===== config.mk =====
export PLATFORM = sky130hd
export DESIGN_NAME = switch_select_encoder
export DESIGN_NICKNAME = d
export VERILOG_FILES = /design/src/rtl/switch_select_encoder.sv
export SDC_FILE = /design/constraint.sdc
export NUM_CORES = 1
export LEC_CHECK = 0
export BUFFER_PORTS_ARGS = -buffer_cell sky130_fd_sc_hd__clkbuf_2
export CORE_MARGIN = 4
export CORE_UTILIZATION = 35
export DETAILED_ROUTE_END_ITERATION = 12
export PLACE_DENSITY = 0.47
export RECOVER_POWER = 25
export SLEW_MARGIN = 20
export SYNTH_ARGS = -nofsm -noshare
export SYNTH_HDL_FRONTEND = slang
export SYNTH_SLANG_ARGS = --single-unit

===== constraint.sdc =====
create_clock -name i_Clk -period 1.9 [get_ports i_Clk]
set_input_delay 0.38 -clock i_Clk [delete_from_list [all_inputs] [get_ports i_Clk]]
set_output_delay 0.38 -clock i_Clk [all_outputs]
set_load 0.01 [all_outputs]

===== src/rtl/switch_select_encoder.sv =====
// Debounced four-switch selector: the latest pressed switch is encoded onto o_Select_1/o_Select_0.
// Define SELECT_RELEASE_CLEAR_EN to clear the selection when the selected switch is released.
module switch_select_encoder #(
    parameter int unsigned DEBOUNCE_LIMIT = 250000
) (
    input  logic i_Clk,
    input  logic i_Reset,
    input  logic i_Switch_1,
    input  logic i_Switch_2,
    input  logic i_Switch_3,
    input  logic i_Switch_4,
    output logic o_Select_0,
    output logic o_Select_1,
    output logic o_Valid,
    output logic o_Change
);

    // Counter only needs to reach DEBOUNCE_LIMIT-1 before the state flips.
    localparam int unsigned CNT_W = (DEBOUNCE_LIMIT > 2) ? $clog2(DEBOUNCE_LIMIT) : 1;
    localparam logic [CNT_W-1:0] CNT_LAST = CNT_W'(DEBOUNCE_LIMIT - 1);

    typedef enum logic {
        SEL_NONE,
        SEL_HELD
    } sel_state_t;

    logic [3:0]       raw;
    logic [3:0]       sync_a;
    logic [3:0]       sync_b;
    logic [3:0]       deb;
    logic [3:0]       deb_q;
    logic [CNT_W-1:0] cnt [4];

    logic [3:0]       press;
    logic [3:0]       release_evt;
    logic             press_any;
    logic [1:0]       press_idx;

    sel_state_t       state;
    logic [1:0]       sel;
    logic             valid_r;
    logic             change_r;

    assign raw = {i_Switch_4, i_Switch_3, i_Switch_2, i_Switch_1};

    always_ff @(posedge i_Clk) begin
        if (i_Reset) begin
            sync_a <= '0;
            sync_b <= '0;
            deb    <= '0;
            deb_q  <= '0;
            for (int unsigned i = 0; i < 4; i++) begin
                cnt[i] <= '0;
            end
        end else begin
            sync_a <= raw;
            sync_b <= sync_a;
            deb_q  <= deb;
            for (int unsigned i = 0; i < 4; i++) begin
                if (sync_b[i] != deb[i]) begin
                    if (cnt[i] == CNT_LAST) begin
                        deb[i] <= sync_b[i];
                        cnt[i] <= '0;
                    end else begin
                        cnt[i] <= cnt[i] + CNT_W'(1);
                    end
                end else begin
                    cnt[i] <= '0;
                end
            end
        end
    end

    assign press       = deb & ~deb_q;
    assign release_evt = ~deb & deb_q;

    // Lowest-numbered switch wins when several presses land together.
    always_comb begin
        press_any = 1'b0;
        press_idx = '0;
        for (int unsigned i = 0; i < 4; i++) begin
            if (press[i] && !press_any) begin
                press_any = 1'b1;
                press_idx = 2'(i);
            end
        end
    end

    always_ff @(posedge i_Clk) begin
        if (i_Reset) begin
            state    <= SEL_NONE;
            sel      <= '0;
            valid_r  <= 1'b0;
            change_r <= 1'b0;
        end else begin
            change_r <= 1'b0;
            case (state)
                SEL_NONE: begin
                    if (press_any) begin
                        state    <= SEL_HELD;
                        sel      <= press_idx;
                        valid_r  <= 1'b1;
                        change_r <= 1'b1;
                    end
                end
                SEL_HELD: begin
                    if (press_any && (press_idx != sel)) begin
                        sel      <= press_idx;
                        change_r <= 1'b1;
`ifdef SELECT_RELEASE_CLEAR_EN
                    end else if (!press_any && release_evt[sel]) begin
                        state    <= SEL_NONE;
                        sel      <= '0;
                        valid_r  <= 1'b0;
`endif
                    end
                end
                default: begin
                    state <= SEL_NONE;
                end
            endcase
        end
    end

`ifndef SELECT_RELEASE_CLEAR_EN
    // Releases do not affect a sticky selection.
    logic unused_release;
    assign unused_release = ^release_evt;
`endif

    assign o_Select_0 = sel[0];
    assign o_Select_1 = sel[1];
    assign o_Valid    = valid_r;
    assign o_Change   = change_r;

endmodule

==> metrics.md <==
| Metric | Value |
|---|---|
| Crit path setup slack, layout | between 80 and 90 ps |
| Family with the most delay on the worst path | simple AND/OR/NAND/NOR gates |
| CTS tree | yes |
| Clock skew | 4.191 ps |
| Post-route ant nets | 0 |
| Number of standard cells in the layout, taps in and fillers out | 751 |
| Power after layout | around 4.3 mW |
| Vert. Die Dim | roughly 120 um |
| Share of synthesized cell area in full adder, half adder and majority cells | 0.01063 |
| Cell count after placement | 733 |
| Post-synthesis cell count | roughly 450 |
| First-pass GRT wire length | 15.54 mm |
| Worst Max-Slew Pin Slew | just over 900 ps |
| Worst reg2reg startpoint | cnt[3][7] |
| Count of buffers inserted at the top-level ports | 9 |
| Count of endpoints failing hold in the final timing report | 0 |
| Cell-internal power | between 3 and 4 mW |
| Net load switching power | between 0.9 and 1 mW |
| Synth area leaders | sky130_fd_sc_hd__edfxtp_1 (46%), sky130_fd_sc_hd__xnor2_1 (10%), sky130_fd_sc_hd__dfxtp_1 (8.9%) |
| Aggregate global-route resource usage | 0.1280 |
| Type of destination of the critical path | register |
| Vias per inst | ~4.6 |
| Sinks on the clock net | 93 |
| Setup slack after placement | 21.01 ps |
| Number of cells on the worst hold path | 2 |
| Final setup TNS | 0 ps |
| Portion of total power attributed to combinational logic | 0.047 |
| # IOs | 10 |
| Clk slew on worst S/H paths | 60 ps |
| Power share of the clock group | 0.405 |
| Worst hold-check slack | 251.6 ps |
| Share of the synthesized area in the top cell type | 0.4591 |
| Cell Area, Synth | 4710 sq um |
| Portion of the post-synthesis area used by sequential elements | 0.5484 |
| Slew Limit Fails | 0 |
| Sum of net half-perimeters after detailed placement | approximately 6.4 mm |
| Compound-cell area share of the yosys netlist | 0.03879 |
| Synth Area in XOR/XNOR | 0.1172 |
| Cell Chain, Critical Path | nand4_1, or2_2, or4_1, a21oi_1 |
| Peak per-stage delay on the critical path | 470 ps |
| Number of cell rows | 42 |
| Crit path arrival time | approximately 2000 ps |
| DR WL/cell | 11.76 um |
| Antenna diode count | 0 |
| Total power per unit cell area | about 740 nW/um^2 |
| Nature of the critical path startpoint | register |
| Class of the tightest hold or removal check | input pin to register |
| Max-cap violations | 0 |
| Maximum fanout along the worst path | 6 |
| Cell with the biggest individual delay on the critical path | sky130_fd_sc_hd__or4_1 |
| Total Nets Final | about 580 |
| Effective utilization at floorplan | 0.3570 |
| Number of levels in the clock H-tree | 3 |
| Number of buffers between clock root and the deepest sink | 2 |
| Critical path buffers and inverters | 0 |
| Endpoint of the lowest-slack register-to-register path | cnt[3][17] |
| Vias post-DR | about 3400 |
| Die Width | between 100 and 150 um |
| Worst hold endpoint | sync_a[1] |
| Simple-gate area share of the yosys netlist | 0.2558 |
| Hold path startpoint | i_Switch_2 |
| VDD IR-drop max | 0.0004358 V |
| Antenna violations before repair | 0 |
| First-pass detailed-route iteration total | 4 |
| Via count of the first global-routing pass | between 3000 and 4000 |
| Lkg Pwr | approximately 2.0 nW |
| Number of warnings issued by yosys | 0 |
| Synth-to-layout area growth | 23.01% |
| Tmin final | 1813 ps |
| Proportion of layout cells with a drive suffix above 1 | 0.1113 |
| Post-route DRC violation count | 0 |
| Fmax | ~550 MHz |
| Result of the run | finished, final reports clean |
| TritonCTS buffer count | 9 |
| Mux contribution to synthesized area | 0.004516 |
| Required time worst endpoint | ~2100 ps |
| Aggregate global routing overflow | 0 |
| Max-Slew Margin vs Limit | 0.3878 |
| Post-Route WL | 8.829 mm |
| Number of library cell types mapped by synthesis | 41 |
| Final critical-path share of the clock period | 0.9544 |
| Core region area | about 13000 sq um |
| Worst Reg2Reg Path Length in Cells | 4 |
| Critical Setup Path Class | register to register |
| Die area | 15380 sq um |
| Seq cells post-synth | 93 |
| Clk Latency, worst-skew pair | about 340 ps |
| Total of endpoints with negative setup slack in the final report | 0 |
| Combinational family with the most area after synthesis | simple AND/OR/NAND/NOR gates |
| Average cell area after synthesis | just over 10 sq um |
| Switching Fraction | 0.2155 |
| Routability Congestion | 0.8288 |
| Worst reg2reg setup slack | slightly below 90 ps |
| Sequential power share | 0.548 |
| First DRT Iteration DRCs | about 160 |
| Pin count of the biggest net entering global routing | 22 |
| Root buffer selected by CTS | sky130_fd_sc_hd__clkbuf_16 |
| Cell type contributing the most total cell area after synthesis | sky130_fd_sc_hd__edfxtp_1 |
cells in the mapped netlist:
cell and instances:
sky130_fd_sc_hd__nor4b_1 2, sky130_fd_sc_hd__nor2_1 88, sky130_fd_sc_hd__or4b_1 2, sky130_fd_sc_hd__nor4_1 27, sky130_fd_sc_hd__buf_6 1, sky130_fd_sc_hd__or2_2 3
sky130_fd_sc_hd__ha_1 4, sky130_fd_sc_hd__nor2b_1 14, sky130_fd_sc_hd__o31ai_1 3, sky130_fd_sc_hd__nor3_1 14, sky130_fd_sc_hd__a21o_1 1, sky130_fd_sc_hd__o41ai_1 4
sky130_fd_sc_hd__or4_1 2, sky130_fd_sc_hd__o221ai_1 1, sky130_fd_sc_hd__nor3b_1 1, sky130_fd_sc_hd__inv_1 18, sky130_fd_sc_hd__o21ai_2 2, sky130_fd_sc_hd__o31ai_2 1
sky130_fd_sc_hd__or3b_1 1, sky130_fd_sc_hd__xor2_1 7, sky130_fd_sc_hd__nand3b_1 1, sky130_fd_sc_hd__or4_4 1, sky130_fd_sc_hd__nand2_1 18, sky130_fd_sc_hd__mux2i_1 1
sky130_fd_sc_hd__edfxtp_1 72, sky130_fd_sc_hd__a2bb2oi_1 1, sky130_fd_sc_hd__clkbuf_1 5, sky130_fd_sc_hd__or3_1 2, sky130_fd_sc_hd__nand3_1 25, sky130_fd_sc_hd__conb_1 1
sky130_fd_sc_hd__xnor2_1 56, sky130_fd_sc_hd__nand4_1 23, sky130_fd_sc_hd__o21ai_1 1, sky130_fd_sc_hd__dfxtp_1 21, sky130_fd_sc_hd__mux2_2 1, sky130_fd_sc_hd__o21ai_0 5
sky130_fd_sc_hd__nand2b_1 8, sky130_fd_sc_hd__a21oi_1 8, sky130_fd_sc_hd__and3_1 4, sky130_fd_sc_hd__nand3_4 1, sky130_fd_sc_hd__buf_2 3
cells in the final DEF (no fill, tap or decap), types with 2 or more instances in the layout:
cell type,n
sky130_fd_sc_hd__a21oi_1,8
sky130_fd_sc_hd__and3_1,4
sky130_fd_sc_hd__buf_4,32
sky130_fd_sc_hd__clkbuf_1,9
sky130_fd_sc_hd__clkbuf_16,10
sky130_fd_sc_hd__clkbuf_2,4
sky130_fd_sc_hd__conb_1,72
sky130_fd_sc_hd__dfxtp_1,21
sky130_fd_sc_hd__edfxtp_1,72
sky130_fd_sc_hd__ha_1,2
sky130_fd_sc_hd__inv_1,18
sky130_fd_sc_hd__nand2_1,18
sky130_fd_sc_hd__nand2b_1,8
sky130_fd_sc_hd__nand3_1,25
sky130_fd_sc_hd__nand4_1,23
sky130_fd_sc_hd__nor2_1,88
sky130_fd_sc_hd__nor2b_1,14
sky130_fd_sc_hd__nor3_1,14
sky130_fd_sc_hd__nor4_1,26
sky130_fd_sc_hd__o21ai_0,5
sky130_fd_sc_hd__o21ai_4,2
sky130_fd_sc_hd__o31ai_1,3
sky130_fd_sc_hd__o41ai_1,4
sky130_fd_sc_hd__or2_2,3
sky130_fd_sc_hd__or4_1,2
sky130_fd_sc_hd__or4b_1,2
sky130_fd_sc_hd__xnor2_1,56
sky130_fd_sc_hd__xor2_1,7
state kept, by name, summed over array words and instances (netlist names):
name,cells
deb_q,4
state,1
sync_b,4
cnt,72
o_Valid,1
o_Change,1
sync_a,4
deb,4
sel,2
through the flow:
step,instance area (sq um),utilization
detailed placement,5477,0.4152
global placement,5477,0.4152
global route,5793,0.4392
finish,5793,0.4392
floorplan,5004,-
CTS,5757,0.4364
area by class of cell:
type                            count  area, sq um
Multi-Input combinational cell    405         2328
Timing Repair Buffer               44        314.1
Clock buffer                       14        275.3
Fill cell                        1281         7397
Clock inverter                      1        5.005
Inverter                           18        67.56
Tap cell                          176        220.2
Sequential cell                    93         2582
metal layers:
| layer | routed length, um | track usage | part of all wire |
|---|---|---|---|
| met2 | 3983 | 0.1997 | 0.45 |
| met1 | 4453 | 0.1724 | 0.50 |
| met5 | 0 | 0 | 0 |
| met3 | 220 | 0.02361 | 0.025 |
| met4 | 171 | 0.05955 | 0.019 |
power by group through the flow:
stage               sequential [mW]  combinational [mW]  clock, mW
floorplan                      2.37               0.142          0
finish                         2.34               0.199       1.73
detailed placement             2.38               0.195          0
global route                   2.35               0.232       1.87
global placement               2.38               0.195          0
CTS                            2.34               0.197       1.81
cells by family (layout without fill, tap and decap cells):
| family | count (synthesis) | after routing |
|---|---|---|
| AND/OR/NAND/NOR | 237 | 237 |
| flip-flops | 93 | 93 |
| XOR/XNOR | 63 | 63 |
| AO/OA/AOI/OAI | 27 | 27 |
| buffers and inverters | 27 | 77 |
| adder cells (fa/ha/maj) | 4 | 4 |
| multiplexers | 2 | 2 |
| other | 1 | 72 |
how the worst max path moves through the flow:
stage | startpoint | end | slack [ps] | cells after the start
final | cnt[3][7] | cnt[3][17] | 90 | 4
after global routing | cnt[3][1] | cnt[3][16] | -10 | 6
after CTS | cnt[3][0] | cnt[3][6] | 10 | 6
after detailed placement | cnt[3][0] | cnt[3][6] | 20 | 6
after global placement | cnt[3][6] | cnt[3][4] | 80 | 6
after floorplan | cnt[3][0] | cnt[3][10] | 10 | 6
worst reg2reg max path: cells and delay by family (launching register included):
| kind | cells | cell delay (ps) |
|---|---|---|
| AOI/OAI and AO/OA | 1 | 150 |
| DFF | 1 | 440 |
| and+or+nand+nor | 3 | 1090 |
repair_timing:
item,CTS,global route
resized for setup,0,5
setup buffers,0,3
hold buffers,0,0
setup endpoints to repair,0,30
Note: power is estimated with default switching activity, not from simulation.
